===== src/rtl/interp_weights_seq.sv =====
// Barycentric weight generator: w_i = (area_i << FRAC_BITS) / area_012 via three lock-step restoring dividers.
// Latency: QW+2 cycles from accept to out_valid (2 for a zero divisor); one set in flight, outputs held until out_ready.
module interp_weights_seq #(
    parameter int AREA_W    = 16,
    parameter int FRAC_BITS = 8,
    parameter int OUT_W     = 32
) (
    input  logic              clk,
    input  logic              rst,
    input  logic              in_valid,
    output logic              in_ready,
    input  logic [AREA_W-1:0] area_012,
    input  logic [AREA_W-1:0] area_p12,
    input  logic [AREA_W-1:0] area_0p2,
    input  logic [AREA_W-1:0] area_01p,
    output logic              out_valid,
    input  logic              out_ready,
    output logic [OUT_W-1:0]  w0,
    output logic [OUT_W-1:0]  w1,
    output logic [OUT_W-1:0]  w2,
    output logic              degenerate
);

    localparam int QW = AREA_W + FRAC_BITS;
    localparam int CW = $clog2(QW + 1);

    localparam logic [2:0] IDLE  = 3'd0;
    localparam logic [2:0] CHECK = 3'd1;
    localparam logic [2:0] DIV   = 3'd2;
    localparam logic [2:0] SIGN  = 3'd3;
    localparam logic [2:0] DONE  = 3'd4;

    generate
        if (OUT_W < AREA_W + FRAC_BITS + 1) begin : g_width_check
            $error("interp_weights_seq: OUT_W must be >= AREA_W+FRAC_BITS+1");
        end
    endgenerate

    logic [2:0]        state;
    logic [CW-1:0]     cnt;
    logic [AREA_W-1:0] div_r;
    logic [AREA_W-1:0] dvd_r   [3];
    logic [AREA_W:0]   div_mag;
    logic [AREA_W:0]   rem     [3];
    logic [QW-1:0]     dq      [3];
    logic [2:0]        sgn;
    logic              zero_div;

    logic [AREA_W:0]   shifted [3];
    logic [AREA_W+1:0] trial   [3];

    // Magnitude in AREA_W+1 bits so the most negative input is exact.
    function automatic logic [AREA_W:0] mag(input logic [AREA_W-1:0] a);
        logic [AREA_W:0] e;
        e = {a[AREA_W-1], a};
        return a[AREA_W-1] ? -e : e;
    endfunction

    function automatic logic [OUT_W-1:0] apply_sign(input logic s, input logic [QW-1:0] q);
        logic [OUT_W-1:0] e;
        e = OUT_W'(q);
        return s ? -e : e;
    endfunction

    function automatic logic [QW-1:0] scaled(input logic [AREA_W-1:0] a);
        logic [AREA_W:0] m;
        m = mag(a);
        return {m[AREA_W-1:0], {FRAC_BITS{1'b0}}};
    endfunction

    assign in_ready  = (state == IDLE) && !rst;
    assign out_valid = (state == DONE);

    // Shared remainder/quotient register: dividend bits shift out the top as quotient bits shift in.
    always_comb begin
        for (int i = 0; i < 3; i++) begin
            shifted[i] = {rem[i][AREA_W-1:0], dq[i][QW-1]};
            trial[i]   = {1'b0, shifted[i]} - {1'b0, div_mag};
        end
    end

    always_ff @(posedge clk) begin
        if (rst) begin
            state      <= IDLE;
            cnt        <= '0;
            w0         <= '0;
            w1         <= '0;
            w2         <= '0;
            degenerate <= 1'b0;
            zero_div   <= 1'b0;
        end else begin
            case (state)
                IDLE: begin
                    if (in_valid) begin
                        div_r    <= area_012;
                        dvd_r[0] <= area_p12;
                        dvd_r[1] <= area_0p2;
                        dvd_r[2] <= area_01p;
                        state    <= CHECK;
                    end
                end
                CHECK: begin
                    zero_div <= (div_r == '0);
                    div_mag  <= mag(div_r);
                    for (int i = 0; i < 3; i++) begin
                        rem[i] <= '0;
                        dq[i]  <= scaled(dvd_r[i]);
                        sgn[i] <= dvd_r[i][AREA_W-1] ^ div_r[AREA_W-1];
                    end
                    // A zero divisor skips the divider but still lands results through SIGN.
                    if (div_r == '0) begin
                        state <= SIGN;
                    end else begin
                        cnt   <= CW'(QW);
                        state <= DIV;
                    end
                end
                DIV: begin
                    for (int i = 0; i < 3; i++) begin
                        if (!trial[i][AREA_W+1]) begin
                            rem[i] <= trial[i][AREA_W:0];
                            dq[i]  <= {dq[i][QW-2:0], 1'b1};
                        end else begin
                            rem[i] <= shifted[i];
                            dq[i]  <= {dq[i][QW-2:0], 1'b0};
                        end
                    end
                    cnt <= cnt - CW'(1);
                    if (cnt == CW'(1)) begin
                        state <= SIGN;
                    end
                end
                SIGN: begin
                    if (zero_div) begin
                        w0         <= '0;
                        w1         <= '0;
                        w2         <= '0;
                        degenerate <= 1'b1;
                    end else begin
                        w0         <= apply_sign(sgn[0], dq[0]);
                        w1         <= apply_sign(sgn[1], dq[1]);
                        w2         <= apply_sign(sgn[2], dq[2]);
                        degenerate <= 1'b0;
                    end
                    state <= DONE;
                end
                DONE: begin
                    if (out_ready) begin
                        state <= IDLE;
                    end
                end
                default: state <= IDLE;
            endcase
        end
    end

endmodule


===== config.mk =====
export PLATFORM = sky130hd
export DESIGN_NAME = interp_weights_seq
export DESIGN_NICKNAME = d
export VERILOG_FILES = /design/src/rtl/interp_weights_seq.sv
export SDC_FILE = /design/constraint.sdc
export NUM_CORES = 1
export LEC_CHECK = 0
export CORE_ASPECT_RATIO = 1.2
export CORE_MARGIN = 5
export CORE_UTILIZATION = 56
export CTS_CLUSTER_DIAMETER = 60
export DETAILED_ROUTE_END_ITERATION = 7
export HOLD_SLACK_MARGIN = 0.06
export PLACE_DENSITY_LB_ADDON = 0.2
export SLEW_MARGIN = 20
export SYNTH_ARGS = -nofsm -noshare
export SYNTH_HDL_FRONTEND = slang
export SYNTH_SLANG_ARGS = --single-unit

===== constraint.sdc =====
create_clock -name clk -period 10.7 [get_ports clk]
set_input_delay 1.07 -clock clk [delete_from_list [all_inputs] [get_ports clk]]
set_output_delay 1.07 -clock clk [all_outputs]
set_load 0.03 [all_outputs]

Word level (Yosys, flattened, before mapping)
Memory sizes are Yosys's and may differ from the RTL's.
Index checks and enable logic that the tools add are counted.

storage, ports and cells
  register bits = 142
  memory bits (writable) = 171
  bits of input ports = 68
  output and inout bits = 99
  word-level logic and storage cells = 120
  memories = 3

operators by class
  add/sub/neg operators = 11
  equality and inequality tests = 9
  mux-type cells = 61
  bitwise operators = 16
  reductions and logical operators = 9

memory list
  name   words  bits a word  rd ports  clocked after Yosys merged registers in  wr ports  line  source
  dq     3      24           3         0                                        3         45    logic [QW-1:0] dq [3];
  rem    3      17           3         0                                        3         44    logic [AREA_W:0] rem [3];
  dvd_r  3      16           3         0                                        3         42    logic [AREA_W-1:0] dvd_r [3];

operators by type and width
  kind                                               count
  2-to-1 mux 32 bit                                  6
  2-to-1 mux 24 bit                                  6
  2-to-1 mux 17 bit                                  6
  negation 24 -> 32 bit                              3
  subtractor 17 x 17 -> 18 bit                       3
  2-to-1 mux 16 bit                                  3
  negation 16 bit                                    3
  2-to-1 mux 1 bit                                   33
  negation 17 bit                                    1
  logical NOT 16 bit                                 1
  2-to-1 mux 15 bit                                  1
  one-hot mux 3 bit (5 select lines)                 1
  bitwise OR 1 bit                                   12
  one-hot mux 5 bit (2 select lines)                 1
  2-to-1 mux 3 bit                                   3
  == test 3 x 2 -> 1 bit (second input constant)     2
  inequality test 2 bit (second input constant)      3
  AND reduction 3 bit                                2
  == test 5 x 1 -> 1 bit (second input constant)     1
  2-to-1 mux 5 bit                                   1
  subtractor 5 x 1 -> 5 bit (second input constant)  1
  AND reduction 2 bit                                2
  == test 3 x 1 -> 1 bit (second input constant)     1
  == test 3 bit (second input constant)              1
  other kinds (7)                                    9

Logic depth before layout (Yosys ltp)
An unclocked memory read counts as a cell.

  depth after elaboration = 8
  depth in mapped cells = 10
  depth with buffers taken out = 10

Least setup slack after synthesis
OpenSTA, ideal clock, no wires.

  path kind = input to register
  start point = in rst
  end point = mem dq[2][0] in the netlist's numbering
  library setup time = 0.403 ns
  arrival time = 7.190 ns
  data required time = 10.297 ns
  path slack = 3.107 ns
  stages on the path = 3
  buffers on the path = 1
  cells stage by stage = clkbuf_1 > nor3_1 > o22ai_1

RTL lines
  element          line  source
  start, declared  9     input logic rst,
  end, declared    45

Final worst setup path
  start point = in rst
  end point = out in_ready

on the way
  longest elaborated chain between the ends = 2

RTL lines
  element            line  source
  logical NOT 1 bit  71    assign in_ready = (state == IDLE) && !rst;
  logical AND 1 bit  71
  end, declared      11    output logic in_ready,

Every way passes these cells.

==> reports/metrics.cfg <==
[drt]
dr.pass1.iters = 5
vias_per_cell = 5.678
first_iter_violations = 956
ant_nets = 0
drt-wirelength-per-cell_um = 17.11
post-route-drc-count = 0
routed_wl_um = 36420
routed-via-count = 12083

[run_status]
status = completed

[worst_setup_path]
max_stage_delay_ns = 0.80
arrival_ns = 2.76
slowest_stage = clkdlybuf4s50_1
ff2ff_path_depth = 9
crit_required_ns = 9.63
r2r_slack_ns = 7.22
worstSetupPathType = input pin to output pin
reg2reg_to = rem[2][8]
cp_max_fo = 75
worst_setup_path_end_kind = output pin
rr_startpoint = div_mag[1]
crit_chain = buf_2 > buf_4 > nor4_1 > clkdlybuf4s50_1
startpoint_type = input pin

[power_and_ir_drop]
p_seq_share_pct = 44.0
p_leak_nw = 6.890
intPower_w = 0.002579
power_density_nw_per_um2 = 201.7
total_power_w = 0.003836
pwr-share-comb_pct = 28.2
p_sw_share_pct = 32.76
peakVddDrop_v = 0.0001338
netSwitchingPower_w = 0.001256
clkPwrFrac_pct = 27.8

[synth]
netlist_area_um2 = 16010
syn_nets = 1716
yosysWarnings = 0
synthTopCellsByCount = nand2_1, edfxtp_1, o21ai_0, dfxtp_1, nor2_1
ys_async_sr_fraction_pct = 0
yosys.cell_count.top_type = nand2_1
ys_top_cells_by_area = edfxtp_1, dfxtp_1, xor2_1
synth_top_area_share_pct = 38.07
syn_inst = 1585
synth_edf_count = 203
post_synth.cell_area_avg_um2 = 10.10
synth_ff_type = edfxtp_1
ys_ff_latch = 310
ys_seq_area_share_pct = 51.45
synth_top_area_cell = edfxtp_1
synth_cell_types = 64

[timing]
finalClockSkew_ns = 0.02064
slew_headroom_pct = 42.05
setup_viol = 0
fin_crit_ns = 3.827
final-hold-violation-count = 0
fin_crit_sh_pct = 35.76
max_freq_mhz = 261.3
tightest_slew_ns = 0.8692
slew_violations = 0
finalSetupTns_ns = 0
grt_setup_unrepaired = false

[min_path]
hold_path_class = flip-flop to flip-flop
worstHoldPathCells = 2
min_from = w1[22]
holdPathEnd = w1[22]

[placement]
place_area_um2 = 17970
dpl.hpwl_um = 26490
portBuffers = 166
place.gp.congestion = 0.8843

[global_route]
grt_max_degree = 83
met1_usage_pct = 29.68
grt_overflow = 0
grtUsageTotal_pct = 22.38
grt_pass1_vias = 11675
met3_usage_pct = 2.931
antenna_found_initial = 0
top_usage_layer = met2
grt_use_met2_pct = 37.61
grt_pass1_wl_um = 58970

[clocking]
cts-hold-fix-buffers = 0
cts_tree = done
htreeDepth = 1
insertion_delay_ns = 0.57
cts-resized-gates = 0
post_cts_buffers = 0
cts_root_buffer = clkbuf_16
cts_buffers = 31
path_clk_slew_ns = 0.06
cts.sinks = 310
clockBufferDepth = 3

[floorplan]
rows = 67
die-area_um2 = 32090
io_pins = 167
initial_core_util_pct = 57.02
die_w_um = 164.4
core_region_area_um2 = 28080
die_h_um = 195.2

[cells_and_area]
n_fill_cell = 2263
area_delta_synth_final_pct = 18.77
final_cell_area_um2 = 19020
final_nets = 1855
num_antenna_cells = 0
drive_above_1_share_pct = 4.803

[flow_run]
cap_violations = 0

[registers in the layout (all words and copies together), names as in the netlist]
name        count
rem            48
cnt             5
degenerate      1
state           3
div_mag        17
div_r          16
dvd_r          48
w0             32
w1             32
w2             32
dq             72
sgn             3
zero_div        1
[cell usage in the layout (no fill, tap or decap), types with 9 or more instances in the layout]
master	Yosys	layout
nand2_1	205	204
edfxtp_1	203	203
clkdlybuf4s50_1	0	165
o21ai_0	141	141
dfxtp_1	107	107
nor2_1	105	103
a21oi_1	98	97
xor2_1	92	92
ha_1	60	60
xnor2_1	58	58
inv_1	53	53
o31ai_1	41	41
clkbuf_16	0	32
or3_1	30	30
mux2i_1	29	29
nor3_1	29	27
nand2b_1	24	24
nand3_1	21	21
and2_1	22	21
a22oi_1	20	20
o41ai_1	17	17
nor2b_1	16	16
a211oi_1	12	12
o21a_1	10	10
or4_1	10	10
nor4_1	10	10
clkbuf_1	61	10
a21o_1	9	9
o211ai_1	9	9
buf_4	0	9
[stage by stage]
step	utilization (%)	setup slack (ns)	std cells	hold WS [ns]
floorplan	-	3.107	1585	0.4651
global placement	64.01	6.944	2068	0.4356
detailed placement	64.01	6.924	2068	0.4405
CTS	67.57	6.919	2126	0.4541
global route	67.72	6.786	2128	0.4809
finish	67.72	6.873	2128	0.4504
[power by group through the flow]
stage               clock network [W]  logic [W]  registers, W
floorplan                           0   0.000762       0.00172
global placement                    0    0.00104       0.00171
detailed placement                  0    0.00106       0.00171
CTS                           0.00108    0.00107       0.00169
global route                  0.00114    0.00120       0.00171
finish                        0.00107    0.00108       0.00169
[routing by layer]
metal  routed length, µm  vias up
li1                    -     6012
met1               15520     5668
met2               17460      332
met3                2153       71
met4                1282        0
met5                   0        -
[area by class of cell]
type | instances | area, µm² | share of cell area (%)
inverter | 53 | 198.9 | 1.046
tap | 379 | 474.2 | 2.493
sequential | 310 | 8238 | 43.32
multi-input combinational | 1151 | 7341 | 38.60
clock buffer | 45 | 879.6 | 4.625
timing repair buffer | 177 | 1767 | 9.289
clock inverter | 13 | 120.1 | 0.6316
[cells by family after synthesis]
| group | synth area share (%) |
|---|---|
| fa+ha+maj | 5.063 |
| other cells | 0.02342 |
| simple gates | 15.10 |
| flops | 51.45 |
| compound gates | 15.42 |
| xor+xnor | 8.204 |
| buf+inv | 2.938 |
| mux | 1.813 |
[worst max path at each step]
stage	from	endpoint	depth (start not counted)
floorplan	rst	dq[2][0]	3
global placement	rst	in_ready	4
detailed placement	rst	in_ready	4
CTS	rst	in_ready	4
global route	rst	in_ready	4
finish	rst	in_ready	4
[worst max-delay path: cells and delay by family]
kind,cells,cell delay (ns)
buf+inv,3,1.25
simple gates,1,0.41
No activity file was read; power rests on OpenSTA's default activity.
